## config.mk

```make
export PLATFORM = sky130hd
export DESIGN_NAME = adder_pipe_flat
export DESIGN_NICKNAME = d
export VERILOG_FILES = /design/src/rtl/adder_pipe_if.sv /design/src/rtl/adder_pipe.sv /design/src/flat_wrapper.sv
export SDC_FILE = /design/constraint.sdc
export NUM_CORES = 1
export LEC_CHECK = 0
export CAP_MARGIN = 0
export CORE_ASPECT_RATIO = 2
export CORE_MARGIN = 2
export CORE_UTILIZATION = 61
export CTS_CLUSTER_DIAMETER = 40
export DETAILED_ROUTE_END_ITERATION = 8
export DONT_BUFFER_PORTS = 1
export GPL_TIMING_DRIVEN = 0
export PLACE_DENSITY = 0.76
export SLEW_MARGIN = 0
export SYNTH_ARGS = -nofsm -noshare
export SYNTH_HDL_FRONTEND = slang
export SYNTH_SLANG_ARGS = --single-unit
```

## constraint.sdc

```tcl
create_clock -name clk -period 2.6 [get_ports clk]
set_input_delay 0.52 -clock clk [delete_from_list [all_inputs] [get_ports clk]]
set_output_delay 0.52 -clock clk [all_outputs]
set_load 0.05 [all_outputs]
```

## src/rtl/adder_pipe_if.sv

```systemverilog
// Handshake bundle for adder_pipe: operand input channel plus result output channel.
interface adder_pipe_if #(
  parameter int WIDTH = 4
) ();
  logic             in_valid;
  logic             in_ready;
  logic [WIDTH-1:0] A;
  logic [WIDTH-1:0] B;
  logic             mode;
  logic             clear_acc;
  logic             out_valid;
  logic             out_ready;
  logic [WIDTH-1:0] sum;
  logic             carry;
  logic [15:0]      txn_count;

  modport master (
    output in_valid, A, B, mode, clear_acc, out_ready,
    input  in_ready, out_valid, sum, carry, txn_count
  );

  modport slave (
    input  in_valid, A, B, mode, clear_acc, out_ready,
    output in_ready, out_valid, sum, carry, txn_count
  );
endinterface

```

## src/rtl/adder_pipe.sv

```systemverilog
// Two-stage valid/ready adder with wrap or saturate and an accumulate mode.
// Latency 2 cycles; a stalled output freezes S2 and S1, and in_ready drops once S1 is occupied.
module adder_pipe #(
  parameter int WIDTH    = 4,
  parameter bit SATURATE = 1'b0
) (
  input logic         clk,
  input logic         rst,
  adder_pipe_if.slave bus
);

  logic             s1_vld;
  logic [WIDTH-1:0] s1_a;
  logic [WIDTH-1:0] s1_b;
  logic             s1_mode;
  logic             out_vld_q;
  logic [WIDTH-1:0] sum_q;
  logic             carry_q;
  logic [WIDTH-1:0] acc;
  logic [15:0]      cnt;

  logic             adv;
  logic             s2_load;
  logic [WIDTH-1:0] y;
  logic [WIDTH:0]   full;
  logic [WIDTH-1:0] sum_nxt;

  assign adv          = !out_vld_q || bus.out_ready;
  assign s2_load      = adv && s1_vld;
  assign bus.in_ready = !s1_vld || adv;

  // A clear coinciding with an accumulate load zeroes that operation's Y.
  always_comb begin
    y = s1_b;
    if (s1_mode) begin
      y = bus.clear_acc ? '0 : acc;
    end
    full    = {1'b0, s1_a} + {1'b0, y};
    sum_nxt = full[WIDTH-1:0];
    if (SATURATE && full[WIDTH]) begin
      sum_nxt = '1;
    end
  end

  always_ff @(posedge clk) begin
    if (rst) begin
      s1_vld    <= 1'b0;
      s1_a      <= '0;
      s1_b      <= '0;
      s1_mode   <= 1'b0;
      out_vld_q <= 1'b0;
      sum_q     <= '0;
      carry_q   <= 1'b0;
      acc       <= '0;
      cnt       <= '0;
    end else begin
      if (bus.in_ready) begin
        s1_vld <= bus.in_valid;
      end
      if (bus.in_valid && bus.in_ready) begin
        s1_a    <= bus.A;
        s1_b    <= bus.B;
        s1_mode <= bus.mode;
      end
      if (adv) begin
        out_vld_q <= s1_vld;
      end
      if (s2_load) begin
        sum_q   <= sum_nxt;
        carry_q <= full[WIDTH];
      end
      if (s2_load && s1_mode) begin
        acc <= sum_nxt;
      end else if (bus.clear_acc) begin
        acc <= '0;
      end
      if (out_vld_q && bus.out_ready) begin
        cnt <= cnt + 16'd1;
      end
    end
  end

  assign bus.out_valid = out_vld_q;
  assign bus.sum       = sum_q;
  assign bus.carry     = carry_q;
  assign bus.txn_count = cnt;

endmodule

```

## src/flat_wrapper.sv

```systemverilog
// flat-port wrapper written by rule: the top's interface ports become plain ports
module adder_pipe_flat 
#(
  parameter int WIDTH    = 4,
  parameter bit SATURATE = 1'b0
)
  (clk, rst, bus_in_valid, bus_A, bus_B, bus_mode, bus_clear_acc, bus_out_ready, bus_in_ready, bus_out_valid, bus_sum, bus_carry, bus_txn_count);
  adder_pipe_if #(.WIDTH(WIDTH)) bus_i ();
  input logic clk;
  input logic rst;
  input wire logic [$bits(bus_i.in_valid)-1:0] bus_in_valid;
  input wire logic [$bits(bus_i.A)-1:0] bus_A;
  input wire logic [$bits(bus_i.B)-1:0] bus_B;
  input wire logic [$bits(bus_i.mode)-1:0] bus_mode;
  input wire logic [$bits(bus_i.clear_acc)-1:0] bus_clear_acc;
  input wire logic [$bits(bus_i.out_ready)-1:0] bus_out_ready;
  output wire logic [$bits(bus_i.in_ready)-1:0] bus_in_ready;
  output wire logic [$bits(bus_i.out_valid)-1:0] bus_out_valid;
  output wire logic [$bits(bus_i.sum)-1:0] bus_sum;
  output wire logic [$bits(bus_i.carry)-1:0] bus_carry;
  output wire logic [$bits(bus_i.txn_count)-1:0] bus_txn_count;
  assign bus_i.in_valid = bus_in_valid;
  assign bus_i.A = bus_A;
  assign bus_i.B = bus_B;
  assign bus_i.mode = bus_mode;
  assign bus_i.clear_acc = bus_clear_acc;
  assign bus_i.out_ready = bus_out_ready;
  assign bus_in_ready = bus_i.in_ready;
  assign bus_out_valid = bus_i.out_valid;
  assign bus_sum = bus_i.sum;
  assign bus_carry = bus_i.carry;
  assign bus_txn_count = bus_i.txn_count;
  adder_pipe #(.WIDTH(WIDTH), .SATURATE(SATURATE)) u_core (.clk(clk), .rst(rst), .bus(bus_i));
endmodule
```

# Yosys cells after proc, flatten, opt, wreduce, memory -nomap -nowiden
# Cells that the tools add are included.
# op_classes
addsub,2
mux,3
n_reduce_logical,8
# op_table
cell,n
$add A16 B1 Y16 const B,1
$mux W4,3
$add A4 B4 Y5,1
$logic_and A1 B1 Y1,4
$logic_not A1 Y1,2
$logic_or A1 B1 Y1,2
# word_totals
register_bits,36
in_bits,14
output_inout_bits,23
wordCells,22

# Depth between registers and ports, before layout
# Gate-level depths: netlist of the first run.
# depth
depth_word,5
depth_mapped,8
depth_no_buf,8

# Least setup slack after synthesis of the first run
# OpenSTA, ideal clock, no wires.
# synth_timing
kind,reg-to-reg
start,"reg u_core.cnt[3], in the netlist u_core.bus.txn_count[3]"
end,"reg u_core.cnt[15], in the netlist u_core.bus.txn_count[15]"
setup_time_ps,70
arrival_time_ps,1873
required_time_ps,2530
path_slack_ps,657
path_stages_with_launch,5
path_buffers,0
synth_period_minus_slack_ps,1943
cell_sequence,dfxtp_1 -> and4_4 -> nand4_1 -> or4_1 -> a21oi_1
# synth_via
elab_chain_cells,1
# synth_rtl
element,line_no,text
"start, declared",adder_pipe.sv:20,logic [15:0] cnt;
"start signal, assigned",adder_pipe.sv:78,cnt <= cnt + 16'd1;
$add A16 B1 Y16,adder_pipe.sv:78,
# No other way between the ends.
# A chain may end at the register's enable or synchronous reset.

# Final worst setup path of the first run
# layout_timing
start,"reg u_core.out_vld_q, in the netlist u_core.bus.out_valid"
end,out bus_in_ready
# layout_via
elab_chain_cells,3
# layout_rtl
element,line_no,text
"start, declared",adder_pipe.sv:16,logic out_vld_q;
"start signal, assigned",adder_pipe.sv:66,out_vld_q <= s1_vld;
$logic_not A1 Y1,adder_pipe.sv:28,assign adv = !out_vld_q || bus.out_ready;
$logic_or A1 B1 Y1,adder_pipe.sv:28,
$logic_or A1 B1 Y1,adder_pipe.sv:30,assign bus.in_ready = !s1_vld || adv;
"end, declared",flat_wrapper.sv:17,output wire logic [$bits(bus_i.in_ready)-1:0] bus_in_ready;
# No other way between the ends.

==> summary.txt, run 1 <==
Run status
  – Outcome: finished clean

Placement
  – Dpl ws: around 0.47 ns
  – HPWL Detailed: 2860 um
  – RePlAce Congestion: about 0.7
  – Buffers on Ports: 0

Cells and area
  – Area growth from synthesis to layout: 7.75%
  – Share of layout cells above drive strength 1: a little under a tenth
  – Ant. Diodes: 0
  – Seq. cell area: just over 700 um2
  – Area of the multi-input gates: ~850 um2
  – Net count, final: ~220
  – Fillers: between 200 and 250

Die
  – DIE AREA: about 0.0032 mm2
  – Core Rows: 26
  – Die width: approximately 40 um
  – IO Pins: 37
  – Die Y: 77.5 um
  – Core box area: 0.00257 mm2
  – Initial Util: between 60 and 70%

Clocking
  – Clock sinks: 36
  – Worst-Skew Late Latency: ~0.29 ns
  – TritonCTS clock tree: yes
  – CTS root buf: clkbuf_8
  – Hold-fix buffers, CTS: 0
  – Post-CTS sizing: 0
  – CTS Buffer Depth: 2
  – Post-CTS setup buffers: 0
  – H-tree depth: 2
  – Inserted Clock Buffers: 5
  – Clock slew at reported path FFs: 0.07 ns

Setup path
  – Crit-path max FO: 10
  – Startpoint class of the critical path: register
  – R2R cell count: 4
  – Critical Path RT: between 2 and 2.5 ns
  – Reg2reg end: u_core.bus.txn_count[15]$_SDFFE_PP0P_
  – R2R setup slack: around 0.47 ns
  – CP Launch Point: u_core.bus.out_valid$_SDFFE_PP0P_
  – Kind of critical path: register to output pin
  – Reg-to-reg startpoint: u_core.bus.txn_count[3]$_SDFFE_PP0P_
  – CP endpoint kind: output pin
  – Crit path DAT: between 1.5 and 2 ns

STA
  – Slew Limit Fails: 0
  – Final setup viols: 0
  – Setup TNS: 0 ns
  – Slew HR: 34.8%
  – Fin crit share: 92.7%
  – Max Freq: approximately 0.41 GHz
  – Least-Margin Pin Slew: between 0.9 and 1 ns
  – Final hold vios: 0
  – Unrepaired setup endpoints after global routing: false
  – Clk_skew: between 0.009 and 0.01 ns
  – Tmin final: 2.41 ns
  – Min setup slack post-route: 0.189 ns

Routing
  – Number of remaining DRC errors: 0
  – Antenna-violating nets left: 0
  – Via density per instance: 6.03
  – WL/cell: 16.2 um
  – Number of detailed-route iterations in the first pass: 6
  – Post-Route WL: about 3800 um
  – Vias: approximately 1400
  – DR iter-0 viols: 31

Logic synthesis
  – Distinct cells, synth: 34
  – Adder-cell share of the synthesized area: about 5.8%
  – Top cell type's share of synthesized area: between 40% and 50%
  – Simple-Gate Fraction of Synth Area: 26.2%
  – Mapped Cells: a little under 200
  – Largest cells by area after synthesis: dfxtp_1 44%, a21oi_1 7.0%, nand2_1 6.6%
  – Post-Syn Area: ~0.0016 mm2
  – Post-synth EDFFs: 0
  – Xor and xnor area share after synthesis: 5.85%
  – Most common cell in the netlist: dfxtp_1
  – Mux contribution to synthesized area: 2.66%
  – Avg Cell Area, Syn: 8.44 um2
  – Synth Area in Compound Gates: between 10% and 20%
  – Post-synthesis sequential area ratio: a little over two fifths
  – Async SR Flop Fraction: 0%
  – Largest family of logic cells by synthesized area: simple AND/OR/NAND/NOR gates
  – Synth warn: 0
  – Syn nets: between 200 and 250
  – Yosys top cell by area: dfxtp_1
  – #FFs+latches synth: 36
  – Synth Flop Type: dfxtp_1
  – Post-synth top cells: 36 x dfxtp_1, 29 x nand2_1, 23 x a21oi_1, 17 x nand3_1, 13 x nor2_1

Worst hold path
  – HP Start: bus_A[3]
  – Worst Hold Class: input pin to register
  – Worst Hold Depth: 2
  – Sink of the worst hold path: u_core.s1_a[3]$_SDFFE_PP0P_

Pwr
  – Leakage power: roughly 0.65 nW
  – PD cells: a little over 600 mW/mm2
  – Worst vdd ir: 583 uV

Flow run
  – Max Cap Viol: 0

GRT
  – Initial antenna violation count: 0
  – Pin count of the biggest net entering global routing: 12
  – Vias in the first global route: about 1300
  – Gr ovfl total: 0
  – Gr usage total: 27.6%
  – Global-route wire length before repair: around 6000 um
-- critical path, cell delays in order, from the launching register on --
cell and delay [ns]:
dfxtp_1 0.55, nand3b_1 0.29, clkbuf_1 0.76
-- through the flow --
step                hold slack, ns  instance area (um2)  power, mW  instances  utilization (%)
CTS                          0.369                 1770       1.09        231             69.0
detailed placement           0.452                 1680      0.686        223             65.4
finish                       0.373                 1770       1.08        231             69.0
global placement             0.443                 1680      0.681        223             65.4
global route                 0.366                 1770       1.11        231             69.0
floorplan                    0.434                 1650      0.665        195                -
-- metal layers --
| metal | global-route usage [%] | vias to the layer above | wire (um) |
|---|---|---|---|
| met3 | 7.71 | 10 | 175 |
| met5 | 0 | - | 0 |
| li1 | - | 680 | - |
| met4 | 14.3 | 0 | 116 |
| met1 | 24.7 | 666 | 1240 |
| met2 | 49.2 | 37 | 2220 |
-- cell usage in the layout, fill, tap and decap left out --
cell type	instances
clkbuf_8	6
fa_1	1
nor3_1	1
nor4_1	1
and4_4	1
nor2b_1	4
and4_2	1
nand2_1	29
mux2_2	3
mux2i_1	1
a211oi_1	2
nand3_2	1
and2_1	1
buf_6	1
xnor2_1	4
and4_1	1
or2_1	1
inv_1	7
a21oi_1	23
or2b_2	1
nand4_1	3
or3_1	2
o31ai_1	3
nand3_1	17
nand3b_1	3
buf_1	1
xor2_1	7
dfxtp_1	36
ha_1	6
or4_1	1
nor3b_1	1
or3_2	3
clkbuf_1	8
o21ai_0	7
clkinv_2	2
nor2_1	13
-- cell families (layout without fill, tap and decap cells) --
family | Yosys count | after routing
adders and majority gates | 7 | 7
DFF | 36 | 36
buffers and inverters | 17 | 25
muxes | 4 | 4
xor gates and xnor gates | 11 | 11
and+or+nand+nor | 85 | 85
AOI/OAI and AO/OA | 35 | 35
-- worst max path at each step --
| stage | end | slack (ns) | cells past startpoint |
|---|---|---|---|
| 6_report | bus_in_ready | 0.19 | 2 |
| 3_3_place_gp | bus_in_ready | 0.54 | 2 |
| 5_1_grt | bus_in_ready | 0.12 | 2 |
| 4_1_cts | bus_in_ready | 0.18 | 2 |
| 3_5_place_dp | u_core.bus.txn_count[15]$_SDFFE_PP0P_ | 0.47 | 4 |
| 2_1_floorplan | u_core.bus.txn_count[15]$_SDFFE_PP0P_ | 0.66 | 4 |
-- report_power, final --
part           total (mW)  leakage [nW]  internal [mW]  switching (mW)
logic              0.0738         0.304         0.0275          0.0463
registers           0.600         0.293          0.567          0.0332
clock network       0.404        0.0510          0.211           0.193
total                1.08         0.648          0.805           0.272
-- cell type report --
type	instances	area share, %
Tap cell	28	1.97
Buffer	10	2.54
Clock buffer	6	4.65
Inverter	7	1.48
Sequential cell	36	40.6
Clock inverter	2	0.564
Multi-Input combinational cell	142	48.2
-- registers in the layout (all words and copies together) (netlist names) --
name,count
u_core.acc,4
u_core.s1_b,4
u_core.bus.txn_count,16
u_core.s1_vld,1
u_core.s1_mode,1
u_core.bus.carry,1
u_core.bus.sum,4
u_core.s1_a,4
u_core.bus.out_valid,1
No activity file was read; power rests on OpenSTA's default activity.
==> run 2, diff against run 1 <==
Settings changed: CAP_MARGIN 0 to 15, SKIP_CTS_REPAIR_TIMING from default to 1.
==> results of run 2 <==
The final DEF is identical to that of run 1; final timing and power are the same.
==> variant 1: new RTL, settings of run 1 <==
`WIDTH` is set to 4 in 3 places; all go to 6.
--- a/src/rtl/adder_pipe_if.sv
+++ b/src/rtl/adder_pipe_if.sv
@@ -1,5 +1,5 @@
 // Handshake bundle for adder_pipe: operand input channel plus result output channel.
 interface adder_pipe_if #(
-  parameter int WIDTH = 4
+  parameter int WIDTH = 6
 ) ();
   logic             in_valid;
--- a/src/rtl/adder_pipe.sv
+++ b/src/rtl/adder_pipe.sv
@@ -2,5 +2,5 @@
 // Latency 2 cycles; a stalled output freezes S2 and S1, and in_ready drops once S1 is occupied.
 module adder_pipe #(
-  parameter int WIDTH    = 4,
+  parameter int WIDTH    = 6,
   parameter bit SATURATE = 1'b0
 ) (
--- a/src/flat_wrapper.sv
+++ b/src/flat_wrapper.sv
@@ -2,5 +2,5 @@
 module adder_pipe_flat 
 #(
-  parameter int WIDTH    = 4,
+  parameter int WIDTH    = 6,
   parameter bit SATURATE = 1'b0
 )
Ports: changed (resized bus_A, bus_B and bus_sum); port bits go from 37 to 43. No check against the original RTL was run, so the function may have changed too.
==> variant 1 against run 1 <==
- design area rose by 27%
- combinational power is 44% higher
- routed wire length rose by 19%
- sequential cell count rose by 8
- cell count increased by 26%
- area after synthesis up 30%
- setup slack got worse by 0.026 ns
- sequential power up 22%
- total power up 16%
- global-route usage is 2.5 points lower
- largest power group unchanged
- highest routed layer unchanged
==> variant 1: results <==
set metrics [dict create \
    global_route.usage.total 0.2501 \
    firstDrtPassIters 4 \
    synthMuxAreaShare 0.04094 \
    synth_compound_gate_area_share 0.1006 \
    ys_types 40 \
    final_layout_size_suffix_gt1_frac 0.08108 \
    power.net_switching_mw 0.3290 \
    ff2ff_setup_slack_ns 0.16 \
    worstHoldEndpoint "u_core.s1_b[5]$_SDFFE_PP0P_" \
    timing.setup.critical_path_class "flop to flop" \
    status "finished clean" \
    arrival_worst_endpoint_ns 2.66 \
    synth.top_cells.by_area "dfxtp_1 41%, a21oi_1 5.6%, nand3_1 5.1%, nand2_1 5.1%, ha_1 4.1%" \
    worst_pin_slew_ns 0.6538 \
    placement.cell_area_um2 2180 \
    post_synth_xor_area_fraction 0.04503 \
    worst_r2r_path_depth 7 \
    hp-start "bus_B[5]" \
    critical_path.endpoint "u_core.acc[4]$_SDFF_PP0_" \
    synth_commonest_cells "44 x dfxtp_1, 29 x nand2_1, 24 x a21oi_1" \
    clock_skew_ns 0.002581 \
    detailedPlacementHpwl_um 3481 \
    avgViaCountPerCell 6.065 \
    critical_path.reg2reg.startpoint "u_core.s1_mode$_SDFFE_PP0P_" \
    nets 285 \
    synthesis.instances 253 \
    wire_per_inst_um 15.32 \
    finalWeightedCongestion 0.8478 \
]
## variant 1: cell count changes in the layout (fill, tap and decap cells not counted), sizes merged, moves of 3 or more
cell | before | now
and3 | 0 | 3
nor3b | 1 | 5
buf | 2 | 6
nor4 | 1 | 4
nand3b | 3 | 8
dfxtp | 36 | 44
o31ai | 3 | 0
mux2 | 3 | 6
nor2 | 13 | 22
nor3 | 1 | 4
nand3 | 18 | 24
nand4 | 3 | 6
## variant 1: timing repair
| action | CTS | global route |
|---|---|---|
| gates resized for setup | 1 | 4 |
| gates cloned | 0 | 0 |
| hold endpoints to repair | 0 | 0 |
| setup endpoints to repair | 1 | 4 |
## variant 1: per-stage QoR
step	power, mW	setup slack [ns]
2_1_floorplan	0.8307	0.3406
3_3_place_gp	0.8543	0.002724
3_5_place_dp	0.8569	-0.05155
4_1_cts	1.257	0.05169
5_1_grt	1.301	0.05800
6_report	1.245	0.1623
## variant 1: layout make-up
| cell class | count | area [um^2] |
|---|---|---|
| tap | 32 | 40.04 |
| inverter | 9 | 33.78 |
| clock buffer | 6 | 72.57 |
| clock inverter | 1 | 5.005 |
| sequential | 44 | 880.8 |
| fill | 315 | 1122 |
| buffer | 12 | 51.30 |
| multi-input combinational | 187 | 1172 |
## variant 1: metal layers
layer | vias to the layer above | global-route usage | share of wire
met5 | - | 0 | 0
met4 | 0 | 0.1013 | 0.019
met3 | 10 | 0.05567 | 0.045
met2 | 43 | 0.4747 | 0.59
met1 | 820 | 0.2388 | 0.35
li1 | 892 | - | -
## variant 1: worst max-delay path, cell delays in order, from the launching register on
cell      delay [ns]
dfxtp_1         0.47
mux2_2          0.37
ha_1            0.21
fa_1            0.44
a211oi_1        0.24
nor2_1          0.10
or3_1           0.37
a21oi_1         0.16
==> variant 2: new RTL, config.mk and constraints of run 1 <==
Made on the original files. Make the reset (`rst`) asynchronous in one clocked block.
--- a/src/rtl/adder_pipe.sv
+++ b/src/rtl/adder_pipe.sv
@@ -43,5 +43,5 @@
   end
 
-  always_ff @(posedge clk) begin
+  always_ff @(posedge clk or posedge rst) begin
     if (rst) begin
       s1_vld    <= 1'b0;
Function: differs if rst is asserted again (counterexample within 4 cycles, from zero or initial values and one cycle with rst high); with rst held inactive, the same outputs for 10 cycles.
==> variant 2 against run 1 <==
- setup slack improved by 0.14 ns
- first-iteration DRC count decreased by 35%
- routed wire length decreased by 22%
- area after synthesis decreased by 1.4%
- global-route usage decreased by 4.1 points
- clock skew decreased by 0.0036 ns
- count of clock-buffer cells in the layout increased by 1
- fmax increased by 6.4%
- sequential cell count unchanged
- design area decreased by 1.1%
- critical endpoint is now u_core.s1_a[3]$_DFFE_PP0P_
- largest cell class is now flip-flops and latches
Power is not compared: it rests on default switching activity, and its combinational part moved more than twofold at a synthesized area within 25%.
==> variant 2: results <==
set metrics [dict create \
    detailedPlacementHpwl_um 2178 \
    routedLengthMet1_um 1028 \
    grt_use_met1 0.2455 \
    timing.setup.critical_path_class "flop to flop" \
    synthMuxAreaShare 0.1317 \
    largest_register_ff_count 16 \
    status "finished clean" \
    tritoncts.num_buffers 5 \
    drt_first_iter_violations 20 \
    pre_cts_slack_ns 0.3451 \
    timing.critical_path.from "u_core.bus.out_valid$_DFFE_PP0P_" \
    placement.cell_area_um2 1659 \
    synth_compound_gate_area_share 0.02773 \
    clock_skew_ns 0.006104 \
    synth.top_cells.by_area "dfrtp_1 55%, mux2_2 13%, xnor2_1 7.0%, ha_1 3.9%, nand2_1 2.3%" \
    grt_pass1_wl_um 4974 \
    global_route.usage.total 0.2350 \
    avgViaCountPerCell 5.902 \
    worst_hold_slack_ns 0.2510 \
    hp-class "input port to asynchronous set/reset pin" \
    cts_htree_levels 2 \
    post_synth_xor_area_fraction 0.09168 \
    final_layout_size_suffix_gt1_frac 0.2206 \
    ys_types 24 \
    use_met3 0.06936 \
    finalWeightedCongestion 0.6645 \
    max_freq_ghz 0.4411 \
    ff2ff_setup_slack_ns 0.33 \
    ys_seq_area_frac 0.5547 \
    firstDrtPassIters 3 \
    multi_input_comb_area_um2 711.9 \
    worst_r2r_path_depth 3 \
    synthArstFlopShare 1.000 \
    synthesis.instances 129 \
    wl_met2_um 1703 \
    met3_length_um 135 \
    highest_cell_delay_on_the_worst_timing_path_ns 0.71 \
    first_global_vias 1106 \
    global_route.usage.met2 0.3984 \
    nets 156 \
    antenna_found_initial 0 \
    synth-warning-count 0 \
    post_synthesis_adder_cell_area_fraction 0.05085 \
    mappedNetlistNets 149 \
    timing.max_slew.rel_slack 0.4989 \
    top_signal_layer_used "met4" \
    filler_cell_count 198 \
    critical_path.endpoint "u_core.s1_a[3]$_DFFE_PP0P_" \
    grt_max_degree 37 \
    timing.critical_path.slowest_stage_cell "dfrtp_1" \
    synth_commonest_cells "36 x dfrtp_1, 19 x mux2_2, 13 x xnor2_1" \
    dr_total_vias 968 \
    wire_per_inst_um 17.90 \
    timing.critical_path.fanout_max 9 \
    placed_cells 157 \
]
==> variant 2: layout make-up <==
cell class,instances,area share
Inverter,2,0.004277
Buffer,1,0.002138
Tap cell,28,0.01996
Clock buffer,7,0.05488
Sequential cell,36,0.5132
Multi-Input combinational cell,90,0.4056
==> variant 2: cell families (layout without fill, tap and decap cells) <==
logic type               after synthesis  in the layout
multiplexers                          19             19
flip-flops                            36             36
AND/OR/NAND/NOR                       40             40
XOR/XNOR                              17             17
AO/OA/AOI/OAI                          8              8
adder cells (fa/ha/maj)                6              6
buffers and inverters                  3             10
==> variant 2: power groups by stage <==
stage	Sequential (mW)	Clock, mW	Combinational (mW)
finish	1.09	0.417	0.302
global route	1.11	0.459	0.338
CTS	1.09	0.434	0.308
detailed placement	1.10	0	0.304
global placement	1.09	0	0.284
floorplan	1.07	0	0.251
==> variant 2: critical path: cells and delay by family, from the launching register on <==
| kind | cells | cell delay, ns |
|---|---|---|
| DFF | 1 | 0.71 |
| muxes | 1 | 0.37 |
| and+or+nand+nor | 2 | 1.06 |
